**config.mk**
```make
export PLATFORM = sky130hd
export DESIGN_NAME = bitwise_logic_pipe_flat
export DESIGN_NICKNAME = d
export VERILOG_FILES = /design/src/rtl/bitwise_logic_pipe_if.sv /design/src/rtl/bitwise_logic_pipe.sv /design/src/flat_wrapper.sv
export SDC_FILE = /design/constraint.sdc
export NUM_CORES = 1
export LEC_CHECK = 0
export CAP_MARGIN = 25
export CORE_ASPECT_RATIO = 1.2
export CORE_MARGIN = 1
export CORE_UTILIZATION = 45
export CTS_CLUSTER_SIZE = 14
export DETAILED_ROUTE_END_ITERATION = 16
export PLACE_DENSITY = 0.79
export SYNTH_ARGS = -nofsm -noshare
export SYNTH_HDL_FRONTEND = slang
export SYNTH_SLANG_ARGS = --single-unit
```
**constraint.sdc**
```tcl
create_clock -name clk -period 2.8 [get_ports clk]
set_input_delay 0.42 -clock clk [delete_from_list [all_inputs] [get_ports clk]]
set_output_delay 0.42 -clock clk [all_outputs]
set_load 0.05 [all_outputs]
```
**src/rtl/bitwise_logic_pipe_if.sv**
```systemverilog
// rtl/bitwise_logic_pipe_if.sv - operand/result handshake bundle for bitwise_logic_pipe
// Optional parity signal present when BITWISE_LOGIC_PARITY_EN is defined.
interface bitwise_logic_pipe_if #(
    parameter int WIDTH = 32,
    parameter int CNT_W = 8
);
    logic             in_valid;
    logic             in_ready;
    logic [WIDTH-1:0] a;
    logic [WIDTH-1:0] b;
    logic [2:0]       op;
    logic             acc;
    logic             last;
    logic             out_valid;
    logic             out_ready;
    logic [WIDTH-1:0] result;
    logic             zero;
    logic [CNT_W-1:0] beats;
`ifdef BITWISE_LOGIC_PARITY_EN
    logic             parity;
`endif

    modport slave (
        input  in_valid, a, b, op, acc, last, out_ready,
        output in_ready, out_valid, result, zero, beats
`ifdef BITWISE_LOGIC_PARITY_EN
        , output parity
`endif
    );

    modport master (
        output in_valid, a, b, op, acc, last, out_ready,
        input  in_ready, out_valid, result, zero, beats
`ifdef BITWISE_LOGIC_PARITY_EN
        , input parity
`endif
    );
endinterface

```
**src/rtl/bitwise_logic_pipe.sv**
```systemverilog
// rtl/bitwise_logic_pipe.sv - registered 8-function bitwise unit with handshake and packet accumulate
// Optional registered parity output enabled by BITWISE_LOGIC_PARITY_EN.
module bitwise_logic_pipe #(
    parameter int WIDTH = 32,
    parameter int CNT_W = 8
) (
    input  logic                clk,
    input  logic                reset,
    bitwise_logic_pipe_if.slave bus
);
    typedef enum logic {IDLE, ACCUM} state_t;

    state_t           state_q, state_d;
    logic [WIDTH-1:0] accum_q, accum_d;
    logic [CNT_W-1:0] cnt_q, cnt_d;
    logic [WIDTH-1:0] result_q, result_d;
    logic             zero_q, zero_d;
    logic [CNT_W-1:0] beats_q, beats_d;
    logic             out_valid_q, out_valid_d;
`ifdef BITWISE_LOGIC_PARITY_EN
    logic             parity_q, parity_d;
`endif

    logic             accept;
    logic             load;
    logic [WIDTH-1:0] load_val;
    logic [CNT_W-1:0] load_beats;
    logic [WIDTH-1:0] fold;
    logic [CNT_W-1:0] cnt_inc;

    function automatic logic [WIDTH-1:0] bit_fn(input logic [2:0] sel,
                                                input logic [WIDTH-1:0] x,
                                                input logic [WIDTH-1:0] y);
        case (sel)
            3'b000:  return x & y;
            3'b001:  return x | y;
            3'b010:  return ~(x & y);
            3'b011:  return ~(x | y);
            3'b100:  return x ^ y;
            3'b101:  return ~(x ^ y);
            3'b110:  return x;
            default: return ~x;
        endcase
    endfunction

    assign bus.in_ready = !out_valid_q || bus.out_ready;
    assign accept       = bus.in_valid && bus.in_ready;
    assign fold         = bit_fn(bus.op, accum_q, bus.a);
    // Beat counter sticks at all-ones rather than wrapping.
    assign cnt_inc      = (cnt_q == {CNT_W{1'b1}}) ? cnt_q : cnt_q + CNT_W'(1);

    always_comb begin
        state_d    = state_q;
        accum_d    = accum_q;
        cnt_d      = cnt_q;
        load       = 1'b0;
        load_val   = '0;
        load_beats = '0;
        case (state_q)
            IDLE: begin
                if (accept) begin
                    if (!bus.acc) begin
                        load       = 1'b1;
                        load_val   = bit_fn(bus.op, bus.a, bus.b);
                        load_beats = CNT_W'(1);
                    end else if (!bus.last) begin
                        accum_d = bus.a;
                        cnt_d   = CNT_W'(1);
                        state_d = ACCUM;
                    end else begin
                        load       = 1'b1;
                        load_val   = bus.a;
                        load_beats = CNT_W'(1);
                    end
                end
            end
            ACCUM: begin
                if (accept) begin
                    if (bus.last) begin
                        load       = 1'b1;
                        load_val   = fold;
                        load_beats = cnt_inc;
                        state_d    = IDLE;
                    end else begin
                        accum_d = fold;
                        cnt_d   = cnt_inc;
                    end
                end
            end
            default: state_d = IDLE;
        endcase
    end

    // A load in the same cycle as a transfer keeps out_valid high with no bubble.
    always_comb begin
        out_valid_d = load || (out_valid_q && !bus.out_ready);
        result_d    = load ? load_val : result_q;
        zero_d      = load ? (load_val == '0) : zero_q;
        beats_d     = load ? load_beats : beats_q;
`ifdef BITWISE_LOGIC_PARITY_EN
        parity_d    = load ? ^load_val : parity_q;
`endif
    end

    always_ff @(posedge clk or posedge reset) begin
        if (reset) begin
            state_q     <= IDLE;
            accum_q     <= '0;
            cnt_q       <= '0;
            result_q    <= '0;
            zero_q      <= 1'b0;
            beats_q     <= '0;
            out_valid_q <= 1'b0;
`ifdef BITWISE_LOGIC_PARITY_EN
            parity_q    <= 1'b0;
`endif
        end else begin
            state_q     <= state_d;
            accum_q     <= accum_d;
            cnt_q       <= cnt_d;
            result_q    <= result_d;
            zero_q      <= zero_d;
            beats_q     <= beats_d;
            out_valid_q <= out_valid_d;
`ifdef BITWISE_LOGIC_PARITY_EN
            parity_q    <= parity_d;
`endif
        end
    end

    assign bus.out_valid = out_valid_q;
    assign bus.result    = result_q;
    assign bus.zero      = zero_q;
    assign bus.beats     = beats_q;
`ifdef BITWISE_LOGIC_PARITY_EN
    assign bus.parity    = parity_q;
`endif
endmodule

```
**src/flat_wrapper.sv**
```systemverilog
// flat-port wrapper written by rule: the top's interface ports become plain ports
module bitwise_logic_pipe_flat 
#(
    parameter int WIDTH = 32,
    parameter int CNT_W = 8
)
  (clk, reset, bus_in_valid, bus_a, bus_b, bus_op, bus_acc, bus_last, bus_out_ready, bus_in_ready, bus_out_valid, bus_result, bus_zero, bus_beats);
  bitwise_logic_pipe_if #(.WIDTH(WIDTH), .CNT_W(CNT_W)) bus_i ();
  input  logic clk;
  input  logic reset;
  input wire logic [$bits(bus_i.in_valid)-1:0] bus_in_valid;
  input wire logic [$bits(bus_i.a)-1:0] bus_a;
  input wire logic [$bits(bus_i.b)-1:0] bus_b;
  input wire logic [$bits(bus_i.op)-1:0] bus_op;
  input wire logic [$bits(bus_i.acc)-1:0] bus_acc;
  input wire logic [$bits(bus_i.last)-1:0] bus_last;
  input wire logic [$bits(bus_i.out_ready)-1:0] bus_out_ready;
  output wire logic [$bits(bus_i.in_ready)-1:0] bus_in_ready;
  output wire logic [$bits(bus_i.out_valid)-1:0] bus_out_valid;
  output wire logic [$bits(bus_i.result)-1:0] bus_result;
  output wire logic [$bits(bus_i.zero)-1:0] bus_zero;
  output wire logic [$bits(bus_i.beats)-1:0] bus_beats;
  assign bus_i.in_valid = bus_in_valid;
  assign bus_i.a = bus_a;
  assign bus_i.b = bus_b;
  assign bus_i.op = bus_op;
  assign bus_i.acc = bus_acc;
  assign bus_i.last = bus_last;
  assign bus_i.out_ready = bus_out_ready;
  assign bus_in_ready = bus_i.in_ready;
  assign bus_out_valid = bus_i.out_valid;
  assign bus_result = bus_i.result;
  assign bus_zero = bus_i.zero;
  assign bus_beats = bus_i.beats;
  bitwise_logic_pipe #(.WIDTH(WIDTH), .CNT_W(CNT_W)) u_core (.clk(clk), .reset(reset), .bus(bus_i));
endmodule
```
==> qor.txt <==
Outcome = completed
Slowest CP cell = clkdlybuf4s50_1
Site Rows = 58
GRT met1 Usage = 0.353
Top-area cell type share of the netlist area = 0.213
Synth area leaders = dfrtp_1 (21%), ha_1 (17%), o21ai_0 (6.5%)
Core area = 21,100 um2
Vias in the first global route = 10,300
Rel. slew slack = 0.511
Worst Path Required = 3.08 ns
Distinct cells, synth = 62
Via density = 5.99
Area after DPL = 12,300 um2
DIE AREA = 22,200 um2
Clock Skew = 0.0129 ns
Hold Fails Final Rpt = 0
I/O Buffers = 115
Fmax = 374 MHz
Most frequent cells in the layout = buf_4 (171), nand2_1 (129), ha_1 (128)
YS warnings = 0
CP Class = input port to register
Leak pwr = 6.04 nW
CTS tree = done
Initial antenna violation count = 1
Critical Path AT = 2.95 ns
Pins over their slew limit = 0
CP cell instances = clkdlybuf4s50_1 > inv_1 > ha_1 > mux2i_1 > mux2i_1 > a221oi_1 > o21ai_0 > o21ai_0 > nor4_2 > o2111ai_2 > o31ai_2
Met3 usage = 0.0661
Gr usage total = 0.292
Worst min path class = input port to async pin
DR vias = 10,500
H-Tree Level Count = 3
FF+latch area = 2080 um2
Largest net degree at the start of global routing = 66
Commonest non-fill, non-tap cell in the layout = buf_4
Final worst-path cycle share = 0.956
Crit path buffers/inverters = 2
Multi-input gate area = 6860 um2
Share of layout cells above drive strength 1 = 0.159
ANT nets after route = 0
Post-route cell area = 12,700 um2
Starting Density = 0.461
DP HPWL = 23.5 mm
Crit. End Element = register
Final nets = 1,673
Busiest layer in global routing = met2
Met2 GRT Util = 0.481
Drt pass-1 iters = 6
WL per Instance = 18.4 um
Chip width = 136 um
Initial DRC Count = 1,089
Max-capacitance violation count = 0
Remaining DRCs = 0
Synthesized net count = 1,452
Synth Cell Area = 9730 um2
Crit path launch type = input port
Peak VDD IR = 363 uV
WL final = 32.1 mm
First-pass GRT wire length = 51.4 mm
Synth area leader = dfrtp_1
Number of flops mapped to enable cells by yosys = 0
Top Family by Delay on Critical Path = compound AO/OA/AOI/OAI gates
Syn avg cell area = 7.79 um2
Crit path time final = 2.68 ns
Hold Worst Slack = 0.380 ns
Synthesized flop and latch total = 83
Final setup viols = 0
Grt ovf = 0
Fill count = 1,786
Top FF cell, synth = dfrtp_1
Worst-path maximum fanout = 2
Die Span Y = 163 um
Later-pin clock latency in the skew report = 0.36 ns
CTS sink count = 83
CTS Root Cell = clkbuf_16
Cell Pwr Density = 531 nW/um2
# IOs = 116
CP max stage delay = 0.51 ns
Worst-Margin Slew = 0.726 ns
Clock slew at reported path FFs = 0.08 ns
Syn Inst Count = 1,250
Gpl congestion = 0.907
Total CTS buffers = 9
Clock tree buffer depth = 2
Area delta synth->final = 30.6%
Ys async rst share = 1.00
Seq/Total Area, Yosys = 0.213
## registers in the layout, indices dropped and copies added, names as in the netlist
register	cells
u_core.accum_q	32
u_core.bus.result	32
u_core.bus.beats	8
u_core.cnt_q	8
u_core.bus.out_valid	1
u_core.bus.zero	1
u_core.state_q	1
## cell families (layout without fill, tap and decap cells)
logic type / after synthesis / count (layout) / share of synthesized area
other: 0 / 2 / 0
xor gates and xnor gates: 78 / 78 / 0.0702
AOI/OAI and AO/OA: 408 / 408 / 0.263
buffers and inverters: 202 / 428 / 0.0941
adders and majority gates: 129 / 129 / 0.166
and+or+nand+nor: 286 / 286 / 0.127
DFF: 83 / 83 / 0.213
muxes: 64 / 64 / 0.0662
## final timing paths
check                                     start               endpoint  slack, ns  cells past startpoint
max                                    bus_b[5]        u_core.bus.zero       0.12                     11
min                                       reset  u_core.bus.result[24]       0.38                      2
max reg2reg                  u_core.accum_q[20]        u_core.bus.zero       0.14                     11
min reg2reg                u_core.bus.result[3]   u_core.bus.result[3]       0.48                      1
max in group asynchronous                 reset  u_core.bus.result[18]       1.71                      3
min in group clk           u_core.bus.result[3]   u_core.bus.result[3]       0.48                      1
## metal layers
| layer | up-vias | share of wire | routed length [um] |
|---|---|---|---|
| li1 | 4846 | - | - |
| met5 | - | 0 | 0 |
| met3 | 125 | 0.10 | 3220 |
| met2 | 567 | 0.46 | 14800 |
| met1 | 4939 | 0.39 | 12500 |
| met4 | 0 | 0.049 | 1560 |
## metrics by stage
stage                     setup slack, ns   util  instances  total power [mW]  setup TNS, ns
after detailed placement           -0.430  0.580       1725              5.39         -0.430
after global placement             -0.310  0.580       1725              5.27         -0.310
after CTS                        0.000103  0.595       1741              6.64              0
after floorplan                     0.192      -       1250              4.09              0
after global routing              -0.0534  0.602       1746              7.16        -0.0534
final                               0.124  0.602       1748              6.74              0
## synthesized netlist by cell type (all sizes together) (6+ instances only)
cell / n
ha: 129
a22oi: 10
clkbuf: 34
mux2i: 61
o22ai: 26
a21oi: 107
nor3: 12
buf: 55
a21o: 17
xor2: 22
o211ai: 18
nor2: 85
a221oi: 19
nor2b: 14
inv: 113
a211oi: 15
nand3: 14
dfrtp: 83
a31oi: 6
xnor2: 56
o221ai: 16
nand2: 129
a221o: 8
nand2b: 10
o21ai: 129
## repair_timing
item | in CTS | in global routing
hold buffers | 0 | 0
pin swaps | 1 | 10
setup buffers | 0 | 5
resized for setup | 0 | 20
setup endpoints to repair | 1 | 1
## final cells by class
| class | count | area share |
|---|---|---|
| Clock buffer | 9 | 0.0177 |
| Multi-Input combinational cell | 965 | 0.540 |
| Tap cell | 270 | 0.0266 |
| Sequential cell | 83 | 0.163 |
| Clock inverter | 7 | 0.00581 |
| Timing Repair Buffer | 299 | 0.213 |
| Antenna cell | 2 | 0.000394 |
| Inverter | 113 | 0.0335 |
## worst register-to-register path, cell delays in order (launching register included)
cell,delay (ns)
dfrtp_1,0.39
inv_1,0.06
ha_1,0.29
mux2i_1,0.06
a221o_1,0.30
a222oi_1,0.45
o32ai_2,0.18
nand2b_4,0.17
nor4_2,0.12
and4_1,0.27
nand3_2,0.08
o31ai_2,0.21
## power by group
group          leakage, nW  switching [mW]  internal [mW]
clock                0.147           0.603          0.632
sequential            1.03           0.309           1.53
combinational         4.86            2.12           1.55
Note: power is estimated with default switching activity, not from simulation.
